File: config.mk
export PLATFORM = sky130hd
export DESIGN_NAME = arb_requester
export DESIGN_NICKNAME = d
export VERILOG_FILES = /design/src/rtl/arb_pkg.sv /design/src/rtl/arb_req_fifo.sv /design/src/rtl/arb_requester.sv
export SDC_FILE = /design/constraint.sdc
export NUM_CORES = 1
export LEC_CHECK = 0
export ABC_AREA = 1
export BUFFER_PORTS_ARGS = -buffer_cell sky130_fd_sc_hd__buf_4
export CAP_MARGIN = 20
export CORE_MARGIN = 3
export CORE_UTILIZATION = 35
export DETAILED_ROUTE_END_ITERATION = 6
export SKIP_LAST_GASP = 1
export SLEW_MARGIN = 15
export SYNTH_ARGS = -nofsm -noshare
export SYNTH_HDL_FRONTEND = slang
export SYNTH_SLANG_ARGS = --single-unit
File: constraint.sdc
create_clock -name clock -period 2.8 [get_ports clock]
set_clock_uncertainty 0.2 [all_clocks]
set_input_delay 0 -clock clock [delete_from_list [all_inputs] [get_ports clock]]
set_output_delay 0 -clock clock [all_outputs]
set_load 0.05 [all_outputs]
File: src/rtl/arb_pkg.sv
// Shared definitions for the request/grant arbiter and its per-port requesters.
package arb_pkg;

    typedef enum logic [1:0] {
        IDLE    = 2'b00,
        REQ     = 2'b01,
        XFER    = 2'b10,
        RELEASE = 2'b11
    } arb_state_e;

    localparam int ARB_DATA_W    = 8;
    localparam int ARB_DEPTH     = 4;
    localparam int ARB_BURST_MAX = 4;
    localparam int ARB_TIMEOUT   = 15;

    // Counter width able to hold values 0..n-1, never narrower than one bit.
    function automatic int cnt_w(input int n);
        return (n > 1) ? $clog2(n) : 1;
    endfunction

endpackage

File: src/rtl/arb_req_fifo.sv
// Small synchronous FIFO buffering local words until the bus is granted.
// Pointers carry an extra wrap bit so full and empty are distinguishable.
module arb_req_fifo
    import arb_pkg::*;
#(
    parameter int DATA_W = ARB_DATA_W,
    parameter int DEPTH  = ARB_DEPTH
) (
    input  logic                     clock,
    input  logic                     reset,
    input  logic                     push,
    input  logic [DATA_W-1:0]        wdata,
    input  logic                     pop,
    output logic                     full,
    output logic                     empty,
    output logic [DATA_W-1:0]        head,
    output logic [$clog2(DEPTH):0]   count
);

    localparam int AW = $clog2(DEPTH);

    logic [AW:0]                   wr_ptr_q, wr_ptr_d;
    logic [AW:0]                   rd_ptr_q, rd_ptr_d;
    logic [DEPTH-1:0][DATA_W-1:0]  mem_q, mem_d;
    logic                          push_fire;
    logic                          pop_fire;

    assign full      = (wr_ptr_q[AW] != rd_ptr_q[AW]) &&
                       (wr_ptr_q[AW-1:0] == rd_ptr_q[AW-1:0]);
    assign empty     = (wr_ptr_q == rd_ptr_q);
    assign count     = wr_ptr_q - rd_ptr_q;
    // A full FIFO refuses the push even when a pop frees a slot this cycle.
    assign push_fire = push && !full;
    assign pop_fire  = pop && !empty;
    // Head reads as zero while empty so stale entries never leak to the bus.
    assign head      = empty ? '0 : mem_q[rd_ptr_q[AW-1:0]];

    // Next-state for storage and pointers; pointers wrap naturally mod 2*DEPTH.
    always_comb begin
        mem_d    = mem_q;
        wr_ptr_d = wr_ptr_q;
        rd_ptr_d = rd_ptr_q;
        if (push_fire) begin
            mem_d[wr_ptr_q[AW-1:0]] = wdata;
            wr_ptr_d = wr_ptr_q + (AW+1)'(1);
        end
        if (pop_fire) begin
            rd_ptr_d = rd_ptr_q + (AW+1)'(1);
        end
    end

    // Storage and pointer registers, cleared asynchronously.
    always_ff @(posedge clock or posedge reset) begin
        if (reset) begin
            mem_q    <= '0;
            wr_ptr_q <= '0;
            rd_ptr_q <= '0;
        end else begin
            mem_q    <= mem_d;
            wr_ptr_q <= wr_ptr_d;
            rd_ptr_q <= rd_ptr_d;
        end
    end

endmodule

File: src/rtl/arb_requester.sv
// Per-port initiator for the two-port arbiter: buffers local words, requests
// the bus, bursts up to BURST_MAX beats per grant, gives up after TIMEOUT
// cycles without a grant, and always drops req for one cycle before re-asking.
module arb_requester
    import arb_pkg::*;
#(
    parameter int DATA_W    = ARB_DATA_W,
    parameter int DEPTH     = ARB_DEPTH,
    parameter int BURST_MAX = ARB_BURST_MAX,
    parameter int TIMEOUT   = ARB_TIMEOUT
) (
    input  logic               clock,
    input  logic               reset,
    input  logic               in_valid,
    input  logic [DATA_W-1:0]  in_data,
    output logic               in_ready,
    output logic               req,
    input  logic               gnt,
    output logic               bus_valid,
    output logic [DATA_W-1:0]  bus_data,
    output logic               busy,
    output logic               timeout_err
);

    localparam int CW = $clog2(DEPTH) + 1;
    localparam int WW = cnt_w(TIMEOUT);
    localparam int BW = cnt_w(BURST_MAX + 1);
    localparam logic [WW-1:0] WAIT_LAST = WW'(TIMEOUT - 1);
    localparam logic [BW-1:0] BEAT_LAST = BW'(BURST_MAX);

    arb_state_e       state_q, state_d;
    logic             req_q, req_d;
    logic             timeout_err_q, timeout_err_d;
    logic [WW-1:0]    wait_cnt_q, wait_cnt_d;
    logic [BW-1:0]    beat_cnt_q, beat_cnt_d;
    logic [BW-1:0]    beat_inc;

    logic             fifo_full;
    logic             fifo_empty;
    logic             fifo_push;
    logic [CW-1:0]    fifo_count;
    logic             fifo_drains;

    assign in_ready    = !fifo_full;
    assign fifo_push   = in_valid && in_ready;
    assign bus_valid   = (state_q == XFER) && gnt && !fifo_empty;
    assign busy        = (state_q != IDLE);
    assign req         = req_q;
    assign timeout_err = timeout_err_q;
    assign beat_inc    = beat_cnt_q + BW'(1);
    // The beat in flight takes the last word and nothing refills behind it.
    assign fifo_drains = (fifo_count == CW'(1)) && !fifo_push;

    arb_req_fifo #(
        .DATA_W (DATA_W),
        .DEPTH  (DEPTH)
    ) u_fifo (
        .clock  (clock),
        .reset  (reset),
        .push   (fifo_push),
        .wdata  (in_data),
        .pop    (bus_valid),
        .full   (fifo_full),
        .empty  (fifo_empty),
        .head   (bus_data),
        .count  (fifo_count)
    );

    // Request/transfer sequencing and the wait/beat counters.
    // beat_cnt belongs to the whole request: it is cleared when a new request
    // starts and survives a grant drop, so a resumed tenure keeps its budget.
    always_comb begin
        state_d       = state_q;
        req_d         = req_q;
        timeout_err_d = 1'b0;
        wait_cnt_d    = wait_cnt_q;
        beat_cnt_d    = beat_cnt_q;
        case (state_q)
            IDLE: begin
                if (!fifo_empty) begin
                    state_d    = REQ;
                    req_d      = 1'b1;
                    wait_cnt_d = '0;
                    beat_cnt_d = '0;
                end
            end
            REQ: begin
                if (gnt) begin
                    state_d    = XFER;
                    wait_cnt_d = '0;
                end else if (wait_cnt_q == WAIT_LAST) begin
                    // Abandon the request; buffered words stay for the retry.
                    state_d       = RELEASE;
                    req_d         = 1'b0;
                    timeout_err_d = 1'b1;
                end else begin
                    wait_cnt_d = wait_cnt_q + WW'(1);
                end
            end
            XFER: begin
                if (!gnt) begin
                    // Grant withdrawn: keep asking, restart the wait budget.
                    state_d    = REQ;
                    wait_cnt_d = '0;
                end else if (fifo_empty) begin
                    state_d = RELEASE;
                    req_d   = 1'b0;
                end else begin
                    beat_cnt_d = beat_inc;
                    if ((beat_inc == BEAT_LAST) || fifo_drains) begin
                        state_d = RELEASE;
                        req_d   = 1'b0;
                    end
                end
            end
            RELEASE: begin
                // One guaranteed low cycle so the other port can win.
                state_d = IDLE;
                req_d   = 1'b0;
            end
            default: begin
                state_d = IDLE;
                req_d   = 1'b0;
            end
        endcase
    end

    // FSM state, registered outputs and counters.
    always_ff @(posedge clock or posedge reset) begin
        if (reset) begin
            state_q       <= IDLE;
            req_q         <= 1'b0;
            timeout_err_q <= 1'b0;
            wait_cnt_q    <= '0;
            beat_cnt_q    <= '0;
        end else begin
            state_q       <= state_d;
            req_q         <= req_d;
            timeout_err_q <= timeout_err_d;
            wait_cnt_q    <= wait_cnt_d;
            beat_cnt_q    <= beat_cnt_d;
        end
    end

endmodule

# After elaboration in Yosys (flattened, before gate mapping)
# Index checks and enable logic that the tools add are counted.
totals:
  register_bits: 49
  output_inout_bits: 13
op_classes:
  n_addsub: 5
  n_lt_le_gt_ge: 3
  n_eq_ne: 19
  mux: 32
  n_reduce_logical: 20
ops:
  columns: ["operator", "n"]
  rows:
  - ["$bwmux 32", 1]
  - ["$mux 8", 3]
  - ["$bmux 8 s2", 1]
  - ["$demux 8 s2", 1]
  - ["$mux 4", 4]
  - ["$mux 2", 6]
  - ["$ne 2x2->1 const B", 6]
  - ["$pmux 4 s3", 1]
  - ["$add 3x1->3 const B", 3]
  - ["$mux 1", 9]
  - ["$mux 3", 3]
  - ["$logic_and 1x1->1", 8]
  - ["$pmux 2 s4", 1]
  - ["$reduce_and 4->1", 2]
  - ["$lt 2x3->1 const B", 2]
  - ["$ne 3x3->1 const B", 2]
  - ["$pmux 3 s2", 1]
  - ["$reduce_and 5->1", 1]
  - ["$add 4x1->4 const B", 1]
  - ["$eq 2x2->1 const B", 2]
  - ["$eq 4x4->1 const B", 1]
  - ["$ne 4x3->1 const B", 1]
  - ["$pmux 1 s4", 1]
  - ["$reduce_bool 2->1", 2]
  - ["14 further kinds", 16]

# Longest topological paths before layout
logic_depth:
  ltp_word: 11
  mapped_depth: 13

# Hierarchy
# A second synthesis with hierarchy kept.
unflattened:
  cells_unflattened: 350
  area_unflattened_um2: 2780.2
by_module_without_submodules:
  columns: ["mod", "instances", "cells_per_inst", "area_per_inst_um2", "seq_area_each_um2"]
  rows:
  - ["arb_req_fifo", 1, 259, 2040.7, 950.9]
  - ["arb_requester", 1, 91, 739.5, 275.3]

# Worst setup path before layout
# OpenSTA, ideal clock, no wires.
synth_path:
  kind: "flip-flop to flip-flop"
  from: "register u_fifo.rd_ptr_q[1]"
  to: "register u_fifo.rd_ptr_q[2]"
  setup_time_ps: 122
  arrival_ps: 2171
  path_slack_ps: 307
  stages_incl_launch_ff: 10
  path_buffers: 2
  synth_period_minus_slack_ps: 2493
  cell_sequence: "dfrtp_1 clkbuf_1 buf_2 inv_1 ha_1 nand2_1 nor2_1 nor2_2 nand2_1 xor2_1"
synth_between:
  elab_chain_len: 4
  elab_cells_between_ends: 5
  cone_classes: "add/sub: 1; eq/ne: 1; reduce/logical: 3"
synth_lines:
  columns: ["element", "line_no", "rtl"]
  rows:
  - ["from (decl)", "arb_req_fifo.sv:23", "logic [AW:0] rd_ptr_q, rd_ptr_d;"]
  - ["from (signal assigned)", "arb_req_fifo.sv:61", "rd_ptr_q <= rd_ptr_d;"]
  - ["$eq 3x3->1", "arb_req_fifo.sv:30", "assign empty = (wr_ptr_q == rd_ptr_q);"]
  - ["$logic_not 1->1", "arb_requester.sv:46", "assign bus_valid = (state_q == XFER) && gnt && !fifo_empty;"]
  - ["$logic_and 1x1->1", "arb_requester.sv:46", null]
  - ["via bus_valid", "arb_requester.sv:19", "output logic bus_valid,"]
  - ["$logic_and 1x1->1", "arb_req_fifo.sv:34", "assign pop_fire = pop && !empty;"]
# The timed path passes the listed nets, and every way through them passes these cells.
# A chain may end at the register's enable or synchronous reset.

# Worst setup path after layout
layout_path:
  from: "register u_fifo.rd_ptr_q[1]"
  to: "register u_fifo.mem_q[24] (netlist name)"
layout_between:
  elab_chain_len: 5
layout_lines:
  columns: ["element", "line_no", "rtl"]
  rows:
  - ["$eq 2x2->1 (*)", "arb_req_fifo.sv:29", "(wr_ptr_q[AW-1:0] == rd_ptr_q[AW-1:0]);"]
  - ["$logic_and 1x1->1 (*)", "arb_req_fifo.sv:28", "assign full = (wr_ptr_q[AW] != rd_ptr_q[AW]) &&"]
  - ["$logic_not 1->1 (*)", "arb_req_fifo.sv:33, arb_requester.sv:44", null]
  - ["$logic_and 1x1->1", "arb_requester.sv:45", "assign fifo_push = in_valid && in_ready;"]
  - ["$logic_and 1x1->1 (*)", "arb_req_fifo.sv:33", "assign push_fire = push && !full;"]
  - ["to (signal assigned)", "arb_req_fifo.sv:59", "mem_q <= mem_d;"]
  - ["to (decl)", "arb_req_fifo.sv:24", "logic [DEPTH-1:0][DATA_W-1:0] mem_q, mem_d;"]
# Mark *: on every way between the ends. The rest lies on a longest branch, timed or not.

==> reports/metrics.csv <==
metric,value,unit
fin crit share,87.5,%
"Slew Viols, Final",0,
Syn Inst Count,303,
Inst Count DP,416,
top cell type's share of synthesized area,46.8,%
Post-DRT Antenna Nets,0,
clk slew on worst S/H paths,0.10,ns
Mapped Nets,327,
Mean Syn Cell Area,8.65,sq um
total gr overflow,0,
IO buf count,24,
CTS Sinks,49,
setup TNS,0,ns
nets,369,
Worst path slowest cell,dlygate4sd3_1,
VDD IR max,0.936,mV
vias in the first global route,2038,
top cell type by total area after synthesis,dfrtp_1,
final WL,5380,um
main flop type after synthesis,dfrtp_1,
minimum clock period,2.45,ns
synth warn,0,
die area,8560,sq um
initial DRC count,100,
CP Launch Type,flop,
first-pass GRT wire length,9250,um
clock buffer depth,2,
Post-Layout Cell Count,442,
FP Rows,30,
Setup CP Type,reg2reg,
detailed placement HPWL,3580,um
initial antenna violation count,0,
Clock Power Share,11.4,%
vias,2051,
hold slack,0.190,ns
CTS tree,done,
io pins,25,
reg2reg setup slack,0.35,ns
Power Internal,1.99,mW
Flop pwr share,30.2,%
critical-path cell list,inv_1 > ha_1 > nand2_1 > inv_1 > nand2_4 > nand2_4 > nor2_8 > nand2_1 > dlygate4sd3_1 > o21ai_0,
"critical path fanouts, max",17,
number of diodes,0,
Leakage,1.58,nW
initial core utilization,37.3,%
RSZ-0062 raised after global routing,false,
sequential area share after synthesis,46.8,%
logic gate share of total power,58.3,%
Crit path required time,2.83,ns
worst-margin pin slew,0.882,ns
ys async rst share,100,%
FMAX,408,MHz
P_sw,2.00,mW
Die Width,92.5,um
drt first pass iters,5,
Hold WC Path Type,in2async,
status,finished clean,
share of cells above drive strength 1,19.7,%
Max-cap violations,0,
max_slew headroom,41.2,%
Max stage delay on crit path,0.56,ns
Die Ht,92.5,um
Synth Cell Area,2620,sq um
Synth Register Bits,49,
worst path buffer plus inverter count,3,
fill count,727,
"top cells by area, synth","dfrtp_1 47%, nand2_1 11%, o21ai_2 6.7%, ha_1 5.3%, inv_1 4.7%",
Clock Latency Late Sink,0.30,ns
crit-path leading delay family,buffers and inverters,
"Arr. time, crit path",2.48,ns
H-tree lvl count,2,
clock root buffer,clkbuf_8,
Routed WL per cell,12.2,um
final hold vios,0,
core box area,7020,sq um
Synth cell types,29,
CTS buffer count,5,
number of synthesized flops with an enable pin,0,
largest net degree at the start of global routing,50,
area grow syn2layout,20.4,%
pwr dens,1260,nW/um^2
all-layer global routing usage,13.4,%
total power,3.99,mW
top-count cell post-synth,nand2_1,
sw frac,50.1,%
via/cell ratio,4.64,
gpl congestion,0.792,
Synth top cells by count,"74 x nand2_1, 49 x dfrtp_1, 33 x inv_1",
Residual DRC,0,
crit end category,flop,
final setup fails,0,
==> cells by family (layout without fill, tap and decap cells) <==
family	after synthesis	count (layout)	share of synthesized area [%]
buffers and inverters	45	88	7.83
flip-flops	49	49	46.8
XOR/XNOR	5	5	1.67
AO/OA/AOI/OAI	69	69	16.9
adder cells (fa/ha/maj)	12	12	6.02
AND/OR/NAND/NOR	123	123	20.8
==> final cells by class <==
class | instances | area (sq um) | share of cell area (%)
Multi-Input combinational cell | 209 | 1190 | 37.7
Sequential cell | 49 | 1230 | 38.9
Clock buffer | 6 | 82.6 | 2.62
Timing Repair Buffer | 45 | 383 | 12.1
Tap cell | 96 | 120 | 3.81
Inverter | 35 | 138 | 4.36
Clock inverter | 2 | 16.3 | 0.516
==> per-stage QoR <==
| step | cell area, sq um | worst slack, ns | utilization [%] |
|---|---|---|---|
| 2_1_floorplan | 2620 | 0.307 | - |
| 3_3_place_gp | 2870 | 0.840 | 40.9 |
| 3_5_place_dp | 2870 | 0.769 | 40.9 |
| 4_1_cts | 3150 | 0.340 | 44.9 |
| 5_1_grt | 3150 | 0.170 | 44.9 |
| 6_report | 3150 | 0.349 | 44.9 |
==> worst register-to-register path, delay by kind of cell (launching register included) <==
family,cells,cell delay [ns]
simple gates,5,0.57
fa+ha+maj,1,0.30
flops,1,0.50
buf+inv,3,0.74
compound gates,1,0.08
==> per-layer routing <==
layer / routed length, um / vias up / part of all wire (%) / GRT usage (%)
met2: 2540 / 27 / 47 / 23.0
li1: - / 1049 / - / -
met4: 25 / 0 / 0.46 / 3.71
met3: 161 / 2 / 3.0 / 3.09
met5: 0 / - / 0 / 0
met1: 2660 / 973 / 49 / 16.8
==> cells in the final DEF (no fill, tap or decap), drive strengths merged, types with 5 or more instances in the layout <==
cell	n
o21ai	48
nand2	80
inv	35
buf	27
xor2	5
ha	11
nand3	7
clkbuf	6
a21oi	11
dlygate4sd3	18
nor2	30
o211ai	8
dfrtp	49
==> state kept, by name (all words and copies together) (netlist names) <==
register and count:
req 1, u_fifo.rd_ptr_q 3, state_q 2, beat_cnt_q 3, u_fifo.wr_ptr_q 3, u_fifo.mem_q 32, wait_cnt_q 4, timeout_err 1
==> repair_timing <==
action                    in CTS  in global routing
buffers inserted               0                  0
resized for setup              0                  0
hold endpoints to repair      96                  0
hold buffers                  18                  0
==> final timing paths <==
| check | from | endpoint | depth (start not counted) |
|---|---|---|---|
| worst max-delay path | u_fifo.rd_ptr_q[1] | u_fifo.mem_q[24] | 10 |
| max in group asynchronous | reset | u_fifo.wr_ptr_q[2] | 3 |
| worst max register to register | u_fifo.rd_ptr_q[1] | u_fifo.mem_q[24] | 10 |
| worst min register to register | u_fifo.mem_q[11] | u_fifo.mem_q[11] | 2 |
| worst min-delay path | reset | u_fifo.mem_q[17] | 3 |
| min in group clock | gnt | timeout_err | 3 |
==> power groups by stage <==
stage | sequential, mW | combinational, mW | clock [mW]
final | 1.21 | 2.33 | 0.455
after global routing | 1.25 | 2.59 | 0.505
after CTS | 1.21 | 2.36 | 0.478
after detailed placement | 1.22 | 2.32 | 0
after global placement | 1.21 | 2.29 | 0
after floorplan | 1.19 | 1.80 | 0
(Power assumes the default switching activity.)
